## src/rtl/spi_pkg.sv

```systemverilog
// Shared types for the SPI master: controller states and the
// per-transfer mode bundle latched when a request is accepted.
package spi_pkg;

    typedef enum logic [1:0] {
        IDLE,
        SETUP,
        XFER,
        HOLD
    } state_t;

    typedef struct packed {
        logic cpol;
        logic cpha;
        logic lsb_first;
    } mode_t;

endpackage

```

## src/rtl/spi_sclk_gen.sv

```systemverilog
// SCLK timing: divider producing a tick every CLK_DIV cycles while
// running, and a saturating SCLK edge index during the data phase.
module spi_sclk_gen #(
    parameter int DATA_W  = 8,
    parameter int CLK_DIV = 4,
    parameter int EDGE_W  = $clog2(2 * DATA_W)
) (
    input  logic              clk,
    input  logic              reset,
    input  logic              run,
    input  logic              xfer,
    output logic              tick,
    output logic [EDGE_W-1:0] edge_idx,
    output logic              last_edge
);

    localparam int DIV_W = (CLK_DIV > 1) ? $clog2(CLK_DIV) : 1;
    localparam logic [DIV_W-1:0]  DIV_MAX  = DIV_W'(CLK_DIV - 1);
    localparam logic [EDGE_W-1:0] EDGE_MAX = EDGE_W'(2 * DATA_W - 1);

    logic [DIV_W-1:0] div_cnt;

    assign tick      = run && (div_cnt == DIV_MAX);
    assign last_edge = (edge_idx == EDGE_MAX);

    always_ff @(posedge clk) begin
        if (reset || !run) begin
            div_cnt <= '0;
        end else if (div_cnt == DIV_MAX) begin
            div_cnt <= '0;
        end else begin
            div_cnt <= div_cnt + 1'b1;
        end
    end

    // Phases share one divider so SETUP, XFER and HOLD stay aligned.
    always_ff @(posedge clk) begin
        if (reset || !xfer) begin
            edge_idx <= '0;
        end else if (tick && !last_edge) begin
            edge_idx <= edge_idx + 1'b1;
        end
    end

endmodule

```

## src/rtl/spi_master_ctrl.sv

```systemverilog
// Parametrised full-duplex SPI master: all four modes, MSB/LSB first,
// multiple slave selects, start/busy/done host handshake.
module spi_master_ctrl
    import spi_pkg::*;
#(
    parameter int DATA_W  = 8,
    parameter int NUM_CS  = 1,
    parameter int CLK_DIV = 4,
    parameter int CS_W    = (NUM_CS > 1) ? $clog2(NUM_CS) : 1
) (
    input  logic              clk,
    input  logic              reset,
    input  logic              start,
    input  logic [CS_W-1:0]   cs_sel,
    input  logic              cpol,
    input  logic              cpha,
    input  logic              lsb_first,
    input  logic [DATA_W-1:0] tx_data,
    output logic [DATA_W-1:0] rx_data,
    output logic              busy,
    output logic              done,
    output logic [NUM_CS-1:0] cs_n,
    output logic              sclk,
    output logic              mosi,
    input  logic              miso
);

    localparam int EDGE_W = $clog2(2 * DATA_W);

    state_t            state;
    state_t            state_nxt;
    mode_t             mode;
    logic [CS_W-1:0]   cs_q;
    logic [DATA_W-1:0] tx_sr;
    logic [DATA_W-1:0] rx_sr;
    logic [DATA_W-1:0] tx_ord;
    logic [DATA_W-1:0] rx_ord;
    logic [EDGE_W-1:0] edge_idx;
    logic              tick;
    logic              last_edge;
    logic              accept;
    logic              in_xfer;
    logic              leading;
    logic              shift_tx;
    logic              sample_rx;
    logic              finish;

    spi_sclk_gen #(
        .DATA_W  (DATA_W),
        .CLK_DIV (CLK_DIV),
        .EDGE_W  (EDGE_W)
    ) u_sclk_gen (
        .clk       (clk),
        .reset     (reset),
        .run       (state != IDLE),
        .xfer      (state == XFER),
        .tick      (tick),
        .edge_idx  (edge_idx),
        .last_edge (last_edge)
    );

    // The done cycle is already IDLE, so back-to-back starts are taken.
    assign accept  = start && (state == IDLE) && (32'(cs_sel) < NUM_CS);
    assign in_xfer = tick && (state == XFER);
    assign leading = ~edge_idx[0];
    assign finish  = tick && (state == HOLD);

    // Bit 0 is already on mosi before the first edge in both phases.
    assign shift_tx = in_xfer && (mode.cpha
                    ? (leading && (edge_idx != '0))
                    : (!leading && !last_edge));
    assign sample_rx = in_xfer && (leading ^ mode.cpha);

    // Shift registers always run MSB-first; reorder at the boundaries.
    always_comb begin
        tx_ord = tx_data;
        rx_ord = rx_sr;
        for (int i = 0; i < DATA_W; i++) begin
            tx_ord[i] = lsb_first ? tx_data[DATA_W-1-i] : tx_data[i];
            rx_ord[i] = mode.lsb_first ? rx_sr[DATA_W-1-i] : rx_sr[i];
        end
    end

    always_ff @(posedge clk) begin
        if (reset) begin
            state <= IDLE;
        end else begin
            state <= state_nxt;
        end
    end

    always_comb begin
        state_nxt = state;
        cs_n      = '1;
        mosi      = 1'b0;
        unique case (state)
            IDLE:    if (accept) state_nxt = SETUP;
            SETUP:   if (tick) state_nxt = XFER;
            XFER:    if (tick && last_edge) state_nxt = HOLD;
            HOLD:    if (tick) state_nxt = IDLE;
            default: state_nxt = IDLE;
        endcase
        if (state != IDLE) begin
            cs_n = ~(NUM_CS'(1) << cs_q);
            mosi = tx_sr[DATA_W-1];
        end
    end

    always_ff @(posedge clk) begin
        if (reset) begin
            mode    <= '0;
            cs_q    <= '0;
            tx_sr   <= '0;
            rx_sr   <= '0;
            rx_data <= '0;
            sclk    <= 1'b0;
            busy    <= 1'b0;
            done    <= 1'b0;
        end else begin
            done <= finish;
            if (accept) begin
                mode <= '{cpol: cpol, cpha: cpha, lsb_first: lsb_first};
                cs_q  <= cs_sel;
                tx_sr <= tx_ord;
                sclk  <= cpol;
                busy  <= 1'b1;
            end else begin
                if (done) busy <= 1'b0;
                if (in_xfer) sclk <= ~sclk;
                if (shift_tx) tx_sr <= {tx_sr[DATA_W-2:0], 1'b0};
            end
            if (sample_rx) rx_sr <= {rx_sr[DATA_W-2:0], miso};
            if (finish) rx_data <= rx_ord;
        end
    end

endmodule

```

## config.mk

```make
export PLATFORM = sky130hd
export DESIGN_NAME = spi_master_ctrl
export DESIGN_NICKNAME = d
export VERILOG_FILES = /design/src/rtl/spi_pkg.sv /design/src/rtl/spi_sclk_gen.sv /design/src/rtl/spi_master_ctrl.sv
export SDC_FILE = /design/constraint.sdc
export NUM_CORES = 1
export LEC_CHECK = 0
export ABC_AREA = 1
export BUFFER_PORTS_ARGS = -buffer_cell sky130_fd_sc_hd__buf_2
export CAP_MARGIN = 10
export CORE_MARGIN = 8
export CORE_UTILIZATION = 60
export DETAILED_ROUTE_END_ITERATION = 8
export PLACE_DENSITY = 0.92
export SKIP_LAST_GASP = 1
export SLEW_MARGIN = 20
export SYNTH_ARGS = -nofsm -noshare
export SYNTH_HDL_FRONTEND = slang
export SYNTH_SLANG_ARGS = --single-unit
```

## constraint.sdc

```tcl
create_clock -name clk -period 3.5 [get_ports clk]
set_input_delay 0.175 -clock clk [delete_from_list [all_inputs] [get_ports clk]]
set_output_delay 0.175 -clock clk [all_outputs]
set_load 0.01 [all_outputs]
```

==> impl_metrics.csv, run 1 <==
group,metric,value,unit
run_status,status,"finished clean",
layout,insertedDiodeCount,0,
worst_setup_path,critical_path_depth,12,
worst_setup_path,required,3.75,ns
pwr,power,1.093,mW
timing,finalHoldViolCount,0,
timing,finalSetupViolations,0,
clock_tree,cts_buffer_depth,2,
hold_path,min_path_cells,3,
timing,tns,0,ns
logic_synthesis,synth_cell_type_count,25,
layout,seq_area,760.7,um2
layout,final_area,2085,um2
worst_setup_path,crit_family,"simple AND/OR/NAND/NOR gates",
route,routed_wl,3.864,mm
grt,grt_pass1_vias,1698,
route,drcViolationCount,0,
clock_tree,worstSkewPairLatency,0.35,ns
clock_tree,root_buffer,"clkbuf_4",
floorplan,ios,29,
layout,layout_common_cells,"78 x nand2_1, 38 x dfxtp_1, 31 x nor2_1",
floorplan,initial_utilization,62.46,%
floorplan,die_area,5171,um2
place,routabilityCongestion,0.8845,
clock_tree,htreeDepth,2,
clock_tree,cts_buffers,5,
layout,drive_above_1_share,17.11,%
layout,nFillCells,274,
timing,slew_headroom,60.94,%
route,ant_nets,0,
worst_setup_path,start_kind,"register",
grt,grt_max_degree,23,
timing,drv_slew,0,
logic_synthesis,synth.avg_cell_area,6.747,um2
hold_path,hold_class,"input port to register",
pwr,power_density,524.6,nW/um2
logic_synthesis,ys_seq_elements,38,
floorplan,core-area,3003,um2
grt,antenna_found_initial,0,
route,wl_per_cell,11.47,um
layout,multi_input_area,925.9,um2
grt,grt_overflow,0,
worst_setup_path,cp-end-kind,"register",
timing,finClkSkew,0.007298,ns
worst_setup_path,cp.buffers_inverters,4,
place,numPortBuffers,28,
clock_tree,clk_pin_slew,0.11,ns
pwr,leakage,0.9630,nW
worst_setup_path,ff2ff_path_depth,12,
logic_synthesis,yosys.area_share.simple,29.15,%
route,avgViaCountPerCell,5.134,
layout,final_common_cell,"nand2_1",
route,num_vias,1730,
worst_setup_path,slowest_stage,"dfxtp_1",
route,firstDrtPassIters,4,
logic_synthesis,synthMuxAreaShare,0.6004,%
layout,area_growth_syn_to_layout,11.14,%
clock_tree,post-cts-setup-buffers,0,
logic_synthesis,ys_seq_area_share,40.56,%
logic_synthesis,syn_area,1876,um2
logic_synthesis,synth_top_family_by_area,"simple AND/OR/NAND/NOR gates",
floorplan,die_h,71.91,um
clock_tree,postCtsHoldBufs,0,
pwr,vdd_drop_max,0.3046,mV
logic_synthesis,ys_warn_count,0,
logic_synthesis,synth_compound_area_share,14.01,%
route,wl_met2,1.837,mm
grt,grt_pass1_wl,7.044,mm
worst_setup_path,crit_fanout,19,
job,drv_cap,0,
timing,rsz0062_at_grt,"no",
layout,fin_nets,326,
timing,period_needed,1.869,ns
logic_synthesis,syn-num-nets,301,
route,wl_met3,240,um
place,hpwl,2.846,mm
route,drt_iter0_markers,126,
worst_setup_path,crit_type,"register to register",
worst_setup_path,crit_chain,"inv_1 -> ha_1 -> inv_2 -> nor2_2 -> nand2_2 -> clkinv_2 -> nand2_1 -> nand2_1 -> inv_1 -> nand2_1 -> nand2_1 -> nor2_1",
logic_synthesis,synth_xor_area_share,0.9340,%
logic_synthesis,synth-adder-area-share,4.670,%
floorplan,fp-row-count,20,
worst_setup_path,worst_path_largest_cell_delay,0.38,ns
timing,finalCritPeriodShare,53.40,%
worst_setup_path,crit_arrival,2.12,ns
clock_tree,cts_tree,"yes",
clock_tree,cts_num_sinks,38,
timing,tightest_slew,0.5853,ns
clock_tree,postCtsResizedCells,0,
route,met1_length,1.735,mm
timing,max_freq,535.1,MHz
place,place_area,2007,um2
logic_synthesis,syn_inst,278,
grt,grt_usage,16.81,%
worst_setup_path,timing.critical_path.mode_cell,"nand2_1",
route,top_layer,"met4",
floorplan,dieWidth,71.91,um
## layout make-up
cell class	count	area share, %
inverters	36	6.663
clock buffers	5	1.801
clock inverters	3	1.921
flip-flops and latches	38	36.49
well taps	33	1.981
repair buffers	28	6.723
multi-input cells	194	44.42
## kinds of logic (layout without fill, tap and decap cells)
| family | count (synthesis) | in the layout |
|---|---|---|
| buffers and inverters | 46 | 72 |
| XOR/XNOR | 2 | 2 |
| multiplexers | 1 | 1 |
| flip-flops | 38 | 38 |
| adder cells (fa/ha/maj) | 7 | 7 |
| AO/OA/AOI/OAI | 52 | 52 |
| AND/OR/NAND/NOR | 132 | 132 |
## sequential cells by signal, indices dropped and copies added (netlist names)
signal	cells
mode	2
rx_data	8
u_sclk_gen.edge_idx	4
state	2
rx_sr	8
busy	1
tx_sr	8
cs_q	1
sclk	1
done	1
u_sclk_gen.div_cnt	2
## cell usage after synthesis
cell / number / area [um2]
nand2_2: 6 / 37.54
nor3b_1: 1 / 7.510
nor2_4: 1 / 11.26
dfxtp_1: 38 / 760.7
buf_2: 4 / 20.02
a21oi_1: 23 / 115.1
inv_2: 4 / 15.01
nor2_2: 1 / 6.260
o21ai_1: 2 / 10.01
buf_6: 1 / 11.26
xnor2_1: 1 / 8.760
inv_1: 30 / 112.6
inv_4: 1 / 6.260
nor2_1: 31 / 116.4
clkinv_2: 1 / 5.000
clkbuf_1: 5 / 18.77
xor2_1: 1 / 8.760
nand2_1: 78 / 292.8
nor3_1: 1 / 5.000
nand3_2: 1 / 10.01
a211oi_1: 1 / 7.510
ha_1: 7 / 87.58
o21ai_0: 26 / 130.1
nand3_1: 12 / 60.06
mux2_2: 1 / 11.26
## metrics by stage
step / cells / util [%] / worst slack (ns) / hold slack (ns)
2_1_floorplan: 278 / - / 2.028 / 0.2441
3_3_place_gp: 329 / 66.83 / 1.833 / 0.4104
3_5_place_dp: 329 / 66.83 / 1.681 / 0.4256
4_1_cts: 337 / 69.42 / 1.647 / 0.1054
5_1_grt: 337 / 69.42 / 1.431 / 0.1140
6_report: 337 / 69.42 / 1.631 / 0.1127
## layer usage
metal  track usage (%)  vias to the layer above
met3             5.372                        8
li1                  -                      929
met2             29.15                       42
met4             7.710                        0
met1             18.15                      751
met5                 0                        -
## power by group
| part | internal (mW) | leakage [nW] | total (mW) | switching [mW] |
|---|---|---|---|---|
| combinational | 0.104 | 0.610 | 0.299 | 0.195 |
| sequential | 0.471 | 0.308 | 0.500 | 0.0286 |
| clock | 0.148 | 0.0450 | 0.294 | 0.147 |
## worst min-delay path: stages
cell and delay (ns):
buf_2 0.07, o21ai_0 0.07, a21oi_1 0.11
## worst paths after layout
path / from / end / slack, ns
worst max-delay path: state[0] / tx_sr[6] / 1.63
worst min-delay path: miso / rx_sr[0] / 0.11
worst max register to register: state[0] / tx_sr[6] / 1.63
worst min register to register: u_sclk_gen.div_cnt[0] / u_sclk_gen.div_cnt[0] / 0.44
Note: power is estimated with default switching activity, not from simulation.
==> run 2, diff against run 1 <==
- CORE_UTILIZATION: 60 -> 50
- PLACE_DENSITY: 0.92 -> 0.82
- clock period: 3.5 -> 1.57 ns (I/O delays scaled with it)
==> run 2 against run 1 <==
Critical path depth decreased by 4. Clock skew decreased by 0.0028 ns. Final area increased by 6.5%. Total power increased by 140%. Maximum frequency increased by 30%. Die area increased by 15%. Critical endpoint is now rx_sr[4].
==> impl_metrics.csv, run 2 (synthesis results as in run 1) <==
group,metric,value,unit
clock_tree,clk_pin_slew,0.07,ns
clock_tree,cts_buffers,5,
route,routed_wl,3.853,mm
worst_setup_path,crit_type,"register to register",
worst_setup_path,timing.critical_path.mode_cell,"nand2_4",
pwr,vdd_drop_max,0.6338,mV
pwr,clock_power_share,26.8,%
worst_setup_path,ff2ff_path_depth,8,
route,avgViaCountPerCell,4.750,
pwr,power_switching,0.8695,mW
worst_setup_path,crit_chain,"inv_1 -> ha_2 -> inv_4 -> nand2_4 -> nor2_4 -> nand2_4 -> o21ai_0 -> a21oi_1",
worst_setup_path,cp-startpoint,"state[1]",
clock_tree,cts_tree,"yes",
worst_setup_path,r2r_start,"state[1]",
run_status,status,"finished clean",
pwr,power,2.583,mW
floorplan,dieWidth,77.25,um
route,drcViolationCount,0,
hold_path,whs_endpoint,"mode[1]",
route,firstDrtPassIters,4,
worst_setup_path,start_kind,"register",
worst_setup_path,cp-end-kind,"register",
layout,area_growth_syn_to_layout,18.35,%
layout,final_common_cell,"nand2_1",
route,ant_nets,0,
layout,nFillCells,364,
timing,finalCritPeriodShare,91.60,%
timing,max_freq,695.3,MHz
hold_path,holdCritStartpoint,"cpha",
timing,drv_slew,0,
floorplan,ios,29,
clock_tree,htreeDepth,2,
hold_path,hold_class,"input port to register",
worst_setup_path,crit_fanout,16,
timing,finalSetupViolations,0,
pwr,leakage,1.045,nW
place,numPortBuffers,28,
hold_path,min_path_cells,3,
floorplan,die_area,5967,um2
clock_tree,root_buffer,"clkbuf_8",
floorplan,fp-row-count,22,
layout,instances_no_fill,360,
clock_tree,postCtsHoldBufs,0,
place,dp_slack,-0.0004079,ns
timing,rsz0062_at_grt,"no",
timing,finalWorstSetupSlack,0.1318,ns
pwr,sequentialPowerShare,43.2,%
clock_tree,cts_num_sinks,38,
worst_setup_path,reg2reg_to,"rx_sr[4]",
timing,slew_headroom,69.99,%
route,drt_iter0_markers,128,
timing,finClkSkew,0.004451,ns
grt,grt_usage,13.99,%
layout,drive_above_1_share,20.51,%
layout,layout_common_cells,"78 x nand2_1, 35 x dfxtp_1, 31 x nor2_1",
worst_setup_path,rrSetupSlack,0.13,ns
route,num_vias,1710,
pwr,pwr-share-comb,30.0,%
worst_setup_path,slowest_stage,"dfxtp_2",
place,routabilityCongestion,0.8037,
grt,grt_pass1_wl,6.969,mm
floorplan,die_h,77.25,um
job,drv_cap,0,
layout,largestRegisters,"rx_data (8), rx_sr (8), tx_sr (8)",
floorplan,initial_utilization,51.62,%
worst_setup_path,required,1.75,ns
grt,grt_overflow,0,
layout,insertedDiodeCount,0,
pwr,power.internal,1.713,mW
route,wl_per_cell,10.70,um
place,post-place-cells,351,
grt,grt_max_degree,18,
layout,fin_nets,334,
grt,grt_pass1_vias,1633,
grt,antenna_found_initial,0,
pwr,swShare,33.67,%
place,hpwl,2.878,mm
clock_tree,cts_buffer_depth,2,
timing,finalHoldViolCount,0,
timing,tightest_slew,0.4496,ns
timing,period_needed,1.438,ns
clock_tree,post-cts-setup-buffers,0,
worst_setup_path,worst_path_largest_cell_delay,0.34,ns
pwr,power_density,1164,nW/um2
worst_setup_path,crit_arrival,1.62,ns
clock_tree,worstSkewPairLatency,0.29,ns
floorplan,core-area,3633,um2
==> run 2: changes by cell type in the layout (fill, tap and decap cells not counted), moves of 3 or more <==
cell	delta
buf_4	+6
clkbuf_4	-5
clkbuf_8	+6
dfxtp_1	-3
dfxtp_2	+3
nand2_2	-4
nand2_4	+5
==> run 2: worst max-delay path by stage <==
stage | cells after the start | endpoint
6_report | 8 | rx_sr[4]
5_1_grt | 8 | rx_data[4]
4_1_cts | 8 | rx_sr[5]
3_5_place_dp | 10 | tx_sr[3]
3_3_place_gp | 10 | tx_sr[4]
2_1_floorplan | 9 | rx_sr[1]
==> run 2: area by class of cell <==
type	instances	area (um2)	area share (%)
repair buffers	35	196.4	8.850
flip-flops and latches	38	764.5	34.44
inverters	36	142.6	6.426
well taps	48	60.06	2.706
clock buffers	7	86.33	3.890
multi-input cells	195	964.7	43.46
clock inverters	1	5.005	0.2255
==> run 2: stage by stage <==
| stage | hold WS, ns | utilization [%] | area [um2] | TNS, ns |
|---|---|---|---|---|
| after floorplan | 0.1476 | - | 1876 | 0 |
| after global placement | 0.3610 | 57.20 | 2078 | 0 |
| after detailed placement | 0.3709 | 57.20 | 2078 | -0.0004079 |
| after CTS | 0.06257 | 59.85 | 2175 | 0 |
| after global routing | 0.08148 | 61.09 | 2220 | 0 |
| final | 0.06937 | 61.09 | 2220 | 0 |
==> run 2: layer usage <==
layer / vias to the layer above / global-route usage [%] / share of wire (%)
met2: 34 / 23.50 / 47
met5: - / 0 / 0
li1: 935 / - / -
met4: 0 / 6.226 / 1.1
met3: 6 / 4.779 / 6.2
met1: 735 / 15.54 / 45
==> run 2: power groups by stage <==
stage / Combinational, mW / Sequential (mW) / Clock, mW
final: 0.774 / 1.12 / 0.692
after global routing: 0.913 / 1.13 / 0.745
after CTS: 0.717 / 1.11 / 0.710
after detailed placement: 0.710 / 1.13 / 0
after global placement: 0.697 / 1.13 / 0
after floorplan: 0.535 / 1.11 / 0
==> run 2: worst max-delay path: cells and delay by family, from the launching register on <==
kind            cells  cell delay [ns]
flops               1             0.34
fa+ha+maj           1             0.20
simple gates        3             0.40
buf+inv             2             0.16
compound gates      2             0.24
==> run 2: what timing repair did <==
action	CTS	global route
setup endpoints to repair	6	25
pin swaps	0	3
gates resized for setup	1	15
cloned	0	1
endpoints found under the hold margin	0	0
==> run 3, diff against run 2 <==
- SYNTH_HIERARCHICAL: not set -> 1
==> run 3 against run 2 <==
Sequential share of layout area fell by 1.5 points. Worst hold slack worse by 0.015 ns. Worst setup slack got worse by 0.058 ns. Global-route usage decreased by 0.99 points. Register-to-register slack lost 0.06 ns. Flip-flop and latch count is the same. Clock skew rose by 0.0033 ns. Synthesized area grew 2.6%. Clock power barely moved. Critical endpoint is now rx_sr[1]. Largest power group unchanged.
==> impl_metrics.csv, run 3 <==
group,metric,value,unit
logic_synthesis,synthFlopType,"dfxtp_1",
clock_tree,cts_buffers,5,
logic_synthesis,async_flop_share,0,%
worst_setup_path,rrSetupSlack,0.07,ns
clock_tree,root_buffer,"clkbuf_8",
worst_setup_path,start_kind,"register",
pwr,power_switching,0.7850,mW
worst_setup_path,crit_fanout,8,
logic_synthesis,yosysMostFrequentCell,"nand2_1",
floorplan,initial_utilization,52.17,%
layout,seq_area,762.0,um2
layout,final_area,2312,um2
grt,grt_max_degree,29,
layout,layout_common_cells,"57 x nand2_1, 40 x inv_1, 37 x dfxtp_1",
clock_tree,htreeDepth,2,
pwr,power_density,1080,nW/um2
floorplan,ios,29,
grt,grt_pass1_wl,6.644,mm
place,hpwl,2.842,mm
pwr,power,2.497,mW
timing,finalHoldViolCount,0,
layout,fin_nets,338,
layout,largestRegisters,"rx_data (8), rx_sr (8), tx_sr (8)",
timing,period_needed,1.496,ns
timing,tightest_slew,0.4611,ns
logic_synthesis,syn-num-nets,298,
logic_synthesis,yosys-top-cells-count,"59 x nand2_1, 43 x inv_1, 38 x dfxtp_1, 34 x nor2_1, 23 x a21oi_1",
layout,final_common_cell,"nand2_1",
hold_path,hold_class,"input port to register",
worst_setup_path,required,1.74,ns
worst_setup_path,crit_arrival,1.66,ns
route,num_vias,1803,
timing,max_freq,668.5,MHz
logic_synthesis,netlist.area_leader.share,39.53,%
timing,finalSetupViolations,0,
route,ant_nets,0,
layout,multi_input_area,965.9,um2
clock_tree,clk_pin_slew,0.08,ns
grt,grt_usage,13.00,%
worst_setup_path,crit_type,"register to register",
logic_synthesis,synth_edf_count,0,
route,avgViaCountPerCell,4.940,
logic_synthesis,yosysTopAreaCell,"dfxtp_1",
route,drt_iter0_markers,171,
place,post-place-cells,354,
floorplan,die_h,78.04,um
timing,finalWorstSetupSlack,0.07410,ns
clock_tree,worstSkewPairLatency,0.29,ns
timing,drv_slew,0,
run_status,status,"finished clean",
layout,instances_no_fill,365,
timing,hold_slack,0.05424,ns
pwr,clock_power_share,27.6,%
place,dp_slack,0.03542,ns
floorplan,dieWidth,78.04,um
grt,grt_overflow,0,
grt,grt_pass1_vias,1564,
logic_synthesis,ys_seq_elements,38,
place,place_area,2141,um2
floorplan,fp-row-count,22,
timing,slew_headroom,69.22,%
place,routabilityCongestion,0.8028,
clock_tree,cts_buffer_depth,2,
place,numPortBuffers,28,
worst_setup_path,cp-end-kind,"register",
layout,drive_above_1_share,23.34,%
pwr,pwr-share-comb,28.3,%
route,firstDrtPassIters,4,
pwr,swShare,31.43,%
timing,finalCritPeriodShare,95.28,%
floorplan,die_area,6089,um2
logic_synthesis,ys_seq_area_share,39.53,%
clock_tree,cts_num_sinks,38,
route,wl_per_cell,11.89,um
job,drv_cap,0,
pwr,power.internal,1.712,mW
timing,finClkSkew,0.007731,ns
logic_synthesis,syn_area,1924,um2
layout,insertedDiodeCount,0,
logic_synthesis,synth.area.top_cells,"dfxtp_1 40%, nand2_1 12%, inv_1 8.4%",
layout,nFillCells,337,
pwr,vdd_drop_max,0.5774,mV
floorplan,core-area,3689,um2
pwr,sequentialPowerShare,44.1,%
layout,area_growth_syn_to_layout,20.16,%
route,drcViolationCount,0,
logic_synthesis,syn_inst,276,
logic_synthesis,synth_cell_type_count,27,
clock_tree,cts_tree,"yes",
logic_synthesis,ys_warn_count,6,
logic_synthesis,synth.avg_cell_area,6.972,um2
grt,antenna_found_initial,0,
pwr,leakage,1.157,nW
route,routed_wl,4.341,mm
-- run 3: final timing paths --
path,start,end,cells after the start
worst max-delay path,state[0],rx_sr[1],10
worst min-delay path,cpol,sclk,3
worst max register to register,state[0],rx_sr[1],10
worst min register to register,u_sclk_gen/div_cnt[0],u_sclk_gen/div_cnt[0],1
-- run 3: cells by family (layout without fill, tap and decap cells) --
kind of cell               after synthesis  in the layout  synth area share [%]
buffers and inverters                   58             98                 13.52
DFF                                     38             38                 39.53
xor gates and xnor gates                 1              1                0.4552
and+or+nand+nor                        110            110                 24.32
adders and majority gates                6              6                 3.901
muxes                                    1              1                0.5851
AOI/OAI and AO/OA                       62             63                 17.69
-- run 3: final cells by class --
| class | count | share of cell area [%] |
|---|---|---|
| sequential | 38 | 32.95 |
| inverter | 48 | 7.900 |
| tap | 48 | 2.597 |
| multi-input combinational | 181 | 41.77 |
| clock inverter | 1 | 0.2164 |
| clock buffer | 7 | 3.734 |
| timing repair buffer | 42 | 10.82 |
-- run 3: worst max-delay path, cell delays in order, from the launching register on --
cell	delay, ns
dfxtp_1	0.34
inv_2	0.06
ha_4	0.16
inv_2	0.05
nand2_1	0.06
inv_2	0.08
nand2_2	0.09
a21oi_4	0.19
o21ai_4	0.13
o21ai_0	0.16
a21oi_1	0.05
-- run 3: layer usage --
metal	global-route usage [%]	wire, um
met1	15.74	2049
met2	19.88	1955
met3	5.011	261
met4	6.111	74
met5	0	0
-- run 3: per-stage QoR --
| stage | utilization, % | TNS, ns |
|---|---|---|
| after floorplan | - | 0 |
| after global placement | 58.04 | 0 |
| after detailed placement | 58.04 | 0 |
| after CTS | 60.52 | 0 |
| after global routing | 62.69 | -0.09233 |
| final | 62.69 | 0 |
-- run 3: power by group through the flow --
stage	Combinational, mW	Sequential (mW)	Clock [mW]
after floorplan	0.442	1.11	0
after global placement	0.605	1.12	0
after detailed placement	0.624	1.12	0
after CTS	0.627	1.10	0.700
after global routing	0.790	1.11	0.755
final	0.706	1.10	0.690
-- run 3: timing repair --
action	in CTS	in global routing
setup endpoints to repair	0	25
buffers inserted	0	1
hold buffers	0	0
gates resized for setup	0	18
hold endpoints to repair	0	0
